===== src/rtl/alu_arbiter.sv =====
// alu_arbiter: round-robin arbiter that shares one combinational ALU between
// NUM_REQ requesters and returns each result on a single tagged response channel.
//
// Ports:
//   clk, rst_n              clock, asynchronous active-low reset
//   req_valid / req_ready   per-requester handshake (req_ready combinational, one-hot or 0)
//   req_op/rs1/rs2          packed per-requester payloads, requester i in slice i
//   alu_op/rs1/rs2          registered operands driven into the external ALU
//   alu_result              combinational ALU result
//   rsp_valid / rsp_ready   response handshake
//   rsp_id/data/err         owner, captured result, unsupported-opcode flag
module alu_arbiter #(
    parameter int unsigned DATA_WIDTH = 32,
    parameter int unsigned NUM_REQ    = 4,
    parameter int unsigned ID_W       = $clog2(NUM_REQ)
) (
    input  logic                          clk,
    input  logic                          rst_n,
    input  logic [NUM_REQ-1:0]            req_valid,
    output logic [NUM_REQ-1:0]            req_ready,
    input  logic [4*NUM_REQ-1:0]          req_op,
    input  logic [DATA_WIDTH*NUM_REQ-1:0] req_rs1,
    input  logic [DATA_WIDTH*NUM_REQ-1:0] req_rs2,
    output logic [3:0]                    alu_op,
    output logic [DATA_WIDTH-1:0]         alu_rs1,
    output logic [DATA_WIDTH-1:0]         alu_rs2,
    input  logic [DATA_WIDTH-1:0]         alu_result,
    output logic                          rsp_valid,
    input  logic                          rsp_ready,
    output logic [ID_W-1:0]               rsp_id,
    output logic [DATA_WIDTH-1:0]         rsp_data,
    output logic                          rsp_err
);

    localparam int unsigned OP_W  = 4;
    // One extra bit so ptr + k (k up to NUM_REQ) never overflows before the wrap.
    localparam int unsigned IDX_W = ID_W + 1;
    localparam logic [OP_W-1:0] FIRST_BAD_OP = 4'b1010;

    typedef enum logic [1:0] {
        IDLE = 2'd0,
        EXEC = 2'd1,
        RESP = 2'd2
    } state_t;

    typedef struct packed {
        logic [OP_W-1:0]       op;
        logic [DATA_WIDTH-1:0] rs1;
        logic [DATA_WIDTH-1:0] rs2;
    } alu_req_t;

    state_t                state_q, state_d;
    logic [ID_W-1:0]       ptr_q, ptr_d;
    logic [ID_W-1:0]       id_q, id_d;
    alu_req_t              alu_q, alu_d;
    logic                  rsp_valid_q, rsp_valid_d;
    logic [ID_W-1:0]       rsp_id_q, rsp_id_d;
    logic [DATA_WIDTH-1:0] rsp_data_q, rsp_data_d;
    logic                  rsp_err_q, rsp_err_d;

    logic                  grant_win;
    logic                  found;
    logic [ID_W-1:0]       winner;
    logic [IDX_W-1:0]      cand;

    alu_req_t              pay_arr [NUM_REQ];

    // Unpack the flat per-requester buses into one payload per requester.
    for (genvar g = 0; g < NUM_REQ; g++) begin : g_unpack
        assign pay_arr[g] = '{op:  req_op[OP_W*g +: OP_W],
                              rs1: req_rs1[DATA_WIDTH*g +: DATA_WIDTH],
                              rs2: req_rs2[DATA_WIDTH*g +: DATA_WIDTH]};
    end

    // Round-robin search, grant and next-state logic.
    always_comb begin
        state_d     = state_q;
        ptr_d       = ptr_q;
        id_d        = id_q;
        alu_d       = alu_q;
        rsp_valid_d = rsp_valid_q;
        rsp_id_d    = rsp_id_q;
        rsp_data_d  = rsp_data_q;
        rsp_err_d   = rsp_err_q;
        req_ready   = '0;
        found       = 1'b0;
        winner      = '0;
        cand        = '0;

        // rst_n gates the window so req_ready stays low while held in reset.
        grant_win = rst_n && ((state_q == IDLE) || ((state_q == RESP) && rsp_ready));

        // First valid requester after ptr, wrapping modulo NUM_REQ.
        for (int unsigned k = 1; k <= NUM_REQ; k++) begin
            cand = IDX_W'(ptr_q) + IDX_W'(k);
            if (cand >= IDX_W'(NUM_REQ)) begin
                cand = cand - IDX_W'(NUM_REQ);
            end
            if (!found && req_valid[ID_W'(cand)]) begin
                found  = 1'b1;
                winner = ID_W'(cand);
            end
        end

        case (state_q)
            IDLE: ;
            EXEC: begin
                rsp_data_d  = alu_result;
                rsp_id_d    = id_q;
                rsp_err_d   = (alu_q.op >= FIRST_BAD_OP);
                rsp_valid_d = 1'b1;
                state_d     = RESP;
            end
            RESP: begin
                if (rsp_ready) begin
                    rsp_valid_d = 1'b0;
                    state_d     = IDLE;
                end
            end
            default: state_d = IDLE;
        endcase

        // A grant overrides the fall-back to IDLE from RESP.
        if (grant_win && found) begin
            req_ready[winner] = 1'b1;
            alu_d             = pay_arr[winner];
            id_d              = winner;
            ptr_d             = winner;
            state_d           = EXEC;
        end
    end

    // State and output registers.
    always_ff @(posedge clk or negedge rst_n) begin
        if (!rst_n) begin
            state_q     <= IDLE;
            ptr_q       <= ID_W'(NUM_REQ - 1);
            id_q        <= '0;
            alu_q       <= '0;
            rsp_valid_q <= 1'b0;
            rsp_id_q    <= '0;
            rsp_data_q  <= '0;
            rsp_err_q   <= 1'b0;
        end else begin
            state_q     <= state_d;
            ptr_q       <= ptr_d;
            id_q        <= id_d;
            alu_q       <= alu_d;
            rsp_valid_q <= rsp_valid_d;
            rsp_id_q    <= rsp_id_d;
            rsp_data_q  <= rsp_data_d;
            rsp_err_q   <= rsp_err_d;
        end
    end

    assign alu_op    = alu_q.op;
    assign alu_rs1   = alu_q.rs1;
    assign alu_rs2   = alu_q.rs2;
    assign rsp_valid = rsp_valid_q;
    assign rsp_id    = rsp_id_q;
    assign rsp_data  = rsp_data_q;
    assign rsp_err   = rsp_err_q;

endmodule

===== config.mk =====
export PLATFORM = sky130hd
export DESIGN_NAME = alu_arbiter
export DESIGN_NICKNAME = d
export VERILOG_FILES = /design/src/rtl/alu_arbiter.sv
export SDC_FILE = /design/constraint.sdc
export NUM_CORES = 1
export LEC_CHECK = 0
export BUFFER_PORTS_ARGS = -buffer_cell sky130_fd_sc_hd__buf_2
export CORE_AREA = 8 8 156 158
export CTS_CLUSTER_SIZE = 14
export DETAILED_ROUTE_END_ITERATION = 16
export DIE_AREA = 0 0 164 166
export GPL_TIMING_DRIVEN = 1
export PLACE_DENSITY_LB_ADDON = 0.3
export SLEW_MARGIN = 10
export SYNTH_ARGS = -nofsm -noshare
export SYNTH_HDL_FRONTEND = slang
export SYNTH_SLANG_ARGS = --single-unit
export TNS_END_PERCENT = 100

===== constraint.sdc =====
create_clock -name clk -period 2.9 [get_ports clk]
set_clock_uncertainty 0.05 [all_clocks]
set_input_delay 0.29 -clock clk [delete_from_list [all_inputs] [get_ports clk]]
set_output_delay 0.29 -clock clk [all_outputs]
set_load 0.005 [all_outputs]

# Word-level counts from Yosys, hierarchy flattened
# Cells that the tools add are included.
# classes
n_lt_le_gt_ge,12
bitwise,1
add_sub_neg,8
mux,31
div,0
shifts,0
n_eq_ne,5
reduce_logical,15
mul,0
# ops
cell,count
$bmux 68 s2,1
$mux 68,2
$mux 2,10
$ge 3x3->1 const B,5
$lt 2x3->1 const B,5
$mux 1,10
$bmux 1 s2,4
$sub 2x1->2 const B,4
$logic_and 1x1->1,7
$add 2x2->3 const B,2
$pmux 2 s3,1
$ge 4x4->1 const B,1
$mux 4,1
$reduce_and 2->1,2
$add 2x1->3 const B,1
$add 2x3->3 const B,1
$logic_not 1->1,3
$ne 3x2->1 const B,1
$not 2->3,1
$demux 1 s2,1
$eq 2x1->1 const B,1
$eq 2x2->1 const B,1
$ge 2x1->1 const B,1
$logic_not 2->1,1
5 further kinds,5
# totals
latch_bits,0
in_bits,311
mem_bits_rw,0
ff_bits,110
mem_count,0
out_inout_bits,108
rom_bits,0
wordCells,82

# Logic depth before layout (Yosys ltp)
# depth
ltp_word,20
mapped_depth,8
depth_no_buf,6

# Worst setup path before layout
# OpenSTA, ideal clock, no wires.
# synth_timing
kind,reg-to-reg
startpoint,register ptr_q[1]
endpoint,register alu_q (netlist bit alu_rs1[10])
period_less_slack_ps,2252
setup_slack_ps,648
t_required_ps,2724
stages_incl_launch_ff,7
arrival_time_ps,2076
setup_ps,126
n_path_buf,1
path_cell_list,dfstp_2 mux2i_1 o22ai_2 a21oi_4 buf_1 mux2_2 a221o_1
# synth_via
elab_chain_len,19
word_cells_on_any_way,43
classes_between,add/sub (8); order compare (4); mux (23); bitwise (1); reduce/logical (7)
# synth_rtl
item,line_no,source
start: declaration,53,"logic [ID_W-1:0] ptr_q, ptr_d;"
start signal: assignment,137,ptr_q <= ID_W'(NUM_REQ - 1);
start signal: assignment,146,ptr_q <= ptr_d;
$add 2x1->3,95,cand = IDX_W'(ptr_q) + IDX_W'(k);
$ge 3x3->1 / $sub 2x1->2 (equally long branches),"96, 97",
$mux 2,96,if (cand >= IDX_W'(NUM_REQ)) begin
$bmux 1 s2,99,if (!found && req_valid[ID_W'(cand)]) begin
$mux 1 (not written as such),99,
$mux 1,99,
$logic_not 1->1,99,
$logic_and 1x1->1,99,
[... 2 more ...],-,
$logic_and 1x1->1,99,
$mux 1,99,
$logic_not 1->1,99,
$logic_and 1x1->1,99,
$mux 2,99,
$not 2->3 (not written as such),126,alu_d = pay_arr[winner];
$bmux 68 s2,126,
$mux 68 (not written as such) (2 in a row),126,
end signal: assignment,148,alu_q <= alu_d;
end: declaration,55,"alu_req_t alu_q, alu_d;"
# Parallel ways exist; a longest one is shown, timed or not. The select of a mux whose other input is x is not followed.
# A chain may end at the register's enable or synchronous reset.

# Worst setup path after layout
# layout_timing
startpoint,register ptr_q[0]
endpoint,output port req_ready[1]
# layout_via
elab_chain_len,20
word_cells_on_any_way,45
classes_between,add/sub (8); order compare (6); mux (23); reduce/logical (8)
# layout_rtl
item,line_no,source
$add 2x1->3,95,
$ge 3x3->1 / $sub 2x1->2 (equally long branches),"96, 97",
$mux 2,96,
$bmux 1 s2,99,
$mux 1 (not written as such),99,
$mux 1,99,
$logic_not 1->1,99,
$logic_and 1x1->1,99,
[... 4 more ...],-,
$logic_not 1->1,99,
$logic_and 1x1->1,99,
$mux 2,99,
$lt 2x3->1 (not written as such) / $ge 2x1->1 (equally long branches),125,req_ready[winner] = 1'b1;
$logic_and 1x1->1 (not written as such),125,
$mux 1 (not written as such),125,
$demux 1 s2,125,
$mux 4 (*),124,if (grant_win && found) begin
end: declaration,20,"output logic [NUM_REQ-1:0] req_ready,"
# Every way passes the cells marked *; elsewhere a longest branch is shown, timed or not. The select of a mux whose other input is x is not followed.

==> metrics.md <==
| Metric | Value |
|---|---|
| Outcome | `finished clean` |
| Area after DPL | `8990 sq um` |
| Area grow syn2layout | `40.0%` |
| Post_cts resized | `0` |
| Setup Buffers After CTS | `0` |
| Max-cap violation count | `0` |
| Initial DRC Count | `361` |
| Clock-pin slew on the worst setup and hold paths | `0.08 ns` |
| RSZ-0062 raised after global routing | `no` |
| Share of the synthesized area in the top cell type | `40.5%` |
| H-tree depth | `3` |
| Max IR drop VDD | `0.305 mV` |
| Sw Ratio | `37.0%` |
| Grt total ovfl | `0` |
| Distinct cells, synth | `32` |
| Clk root buf | `clkbuf_16` |
| Clk_lat worst skew | `0.35 ns` |
| Largest net degree at the start of global routing | `80` |
| Number of synthesized flops with an enable pin | `0` |
| DIE WIDTH | `164 microns` |
| Asr flop ratio synth | `100%` |
| Initial antenna violation count | `0` |
| ANT nets after route | `0` |
| Register area share after synthesis | `41.3%` |
| Setup Crit Path Kind | `flip-flop to output pin` |
| Int Power | `4.83 mW` |
| GRT Resource Usage Total | `18.7%` |
| Setup TNS | `0 ns` |
| # hold bufs at CTS | `0` |
| Vias in the first global route | `7,123` |
| Number of nets in the layout | `1,355` |
| WL final | `26,300 microns` |
| Syn Nets | `970` |
| Crit start category | `flip-flop` |
| NetSw | `2.84 mW` |
| Global placer's final weighted congestion | `0.844` |
| Reg power frac | `35.1%` |
| Most frequent cells after synthesis | `136 x nand3_1, 108 x dfrtp_1, 105 x nand2_1, 69 x mux2i_1, 68 x a221o_1` |
| Rows | `55` |
| Period minus WS final | `2.63 ns` |
| Arrival time worst endpoint | `2.29 ns` |
| Number of remaining DRC errors | `0` |
| Core Footprint | `22,100 sq um` |
| Cell count after synthesis | `659` |
| Worst relative slew slack | `34.5%` |
| Avg WL per Cell | `19.7 microns` |
| Die height | `166 microns` |
| Area of the mapped netlist | `6670 sq um` |
| FMAX | `380 MHz` |
| # port buffers | `418` |
| Largest area contributor in the netlist | `dfrtp_1` |
| Layout cells sized above 1 | `50.8%` |
| Setup violators final | `0` |
| TritonCTS clock tree | `built` |
| CP Max Fanout | `79` |
| Ranking of synthesized cells by area | `dfrtp_1 41%, mux2i_1 10%, a221o_1 10%, nand3_1 10%, mux2_2 7.6%` |
| Final Instance Area | `9330 sq um` |
| Initial core utilization | `30.2%` |
| Final HPWL DP | `20,300 microns` |
| Final WS setup | `0.268 ns` |
| Crit end category | `output pin` |
| Top Ports | `419` |
| Combinational group share of total power | `46.2%` |
| Place WS | `0.459 ns` |
| Die ar. | `27,200 sq um` |
| Clock power share | `18.8%` |
| Worst slew pin tran | `0.982 ns` |
| N_diodes | `0` |
| Total leakage power | `4.87 nW` |
| Syn avg cell area | `10.1 sq um` |
| Hold Path Class | `primary input to flip-flop` |
| Critical Path RT | `2.56 ns` |
| CTS Buf Count | `9` |
| Clock Tree Buf Depth | `2` |
| Placed cells | `1,318` |
| Final period util | `90.8%` |
| Average via count per standard cell | `5.02` |
| PD cells | `821 nW/um^2` |
| DR pass1 iterations | `4` |
| First-pass GRT wire length | `40,400 microns` |
| Final number of max-transition violations | `0` |
| Most common flop cell mapped by yosys | `dfrtp_1` |
| Fin cells | `1,334` |
| Power Total | `7.67 mW` |
| FF+latch count, synth | `110` |
| Vias | `6,691` |
| Ys Warns | `0` |
| Final hold vios | `0` |
| Clock sinks | `110` |
| Most common cell in the netlist | `nand3_1` |
power by group through the flow:
stage                     sequential [mW]  clock (mW)  combinational [mW]
final                                2.69        1.44                3.54
after CTS                            2.69        1.49                3.61
after floorplan                      2.71           0                2.06
after global routing                 2.79        1.53                3.87
after global placement               2.69           0                3.57
after detailed placement             2.70           0                3.62
sequential cells by signal, indices dropped and copies added, names as in the netlist:
name,cells
alu_rs1,32
alu_rs2,32
rsp_data,32
alu_op,4
id_q,2
ptr_q,2
rsp_id,2
state_q,2
rsp_err,1
rsp_valid,1
worst paths after layout:
check | startpoint | end | slack, ns | cells past startpoint
setup / recovery | ptr_q[0] | req_ready[1] | 0.27 | 6
hold / removal | alu_result[26] | rsp_data[26] | 0.07 | 3
setup reg to reg | ptr_q[1] | alu_rs2[21] | 0.46 | 7
hold reg to reg | rsp_data[12] | rsp_data[12] | 0.42 | 2
max in group asynchronous | rst_n | alu_rs2[0] | 1.49 | 3
min in group asynchronous | rst_n | alu_rs2[7] | 0.11 | 2
critical path: stages, from the launching register on:
cell and delay [ns]:
dfstp_2 0.57, and3b_1 0.21, o32ai_4 0.32, buf_12 0.31
nand2_1 0.23, nor2_1 0.16, buf_2 0.13
per-layer routing:
metal	global-route usage (%)	vias to the layer above	wire length (microns)
met5	0	-	0
met4	6.13	0	569
met3	4.78	34	2170
met2	32.2	278	13200
met1	22.3	3173	10300
li1	-	3206	-
stage by stage:
step / util (%) / hold WS [ns]
finish: 42.2 / 0.0703
CTS: 42.2 / 0.0478
floorplan: - / -0.0556
global placement: 40.7 / 0.402
global route: 42.2 / 0.0573
detailed placement: 40.7 / 0.407
layout make-up:
cell class,count,area [sq um]
clock inverter,7,114
fill,2246,12800
clock buffer,9,225
tap,285,357
timing repair buffer,441,2330
inverter,4,17.5
multi-input combinational,478,3530
sequential,110,2760
cell families after synthesis:
| family | synth area share, % |
|---|---|
| flip-flops | 41.3 |
| AO/OA/AOI/OAI | 12.0 |
| AND/OR/NAND/NOR | 17.6 |
| buffers and inverters | 6.10 |
| multiplexers | 23.0 |
layout by cell type (no fill, tap or decap), types with 2 or more instances in the layout:
cell type  count
buf_2        417
nand3_1      136
dfrtp_1      108
nand2_1      105
mux2i_1       69
a221o_1       68
mux2_2        45
mux2_4        21
buf_4         19
clkbuf_16      9
a21oi_1        5
buf_12         5
nor2_1         4
inv_1          3
nor2b_1        3
nand2b_1       3
o21ai_0        3
nor3_1         2
o21a_1         2
mux2_1         2
bufinv_16      2
inv_6          2
dfstp_2        2
Note: power is estimated with default switching activity, not from simulation.
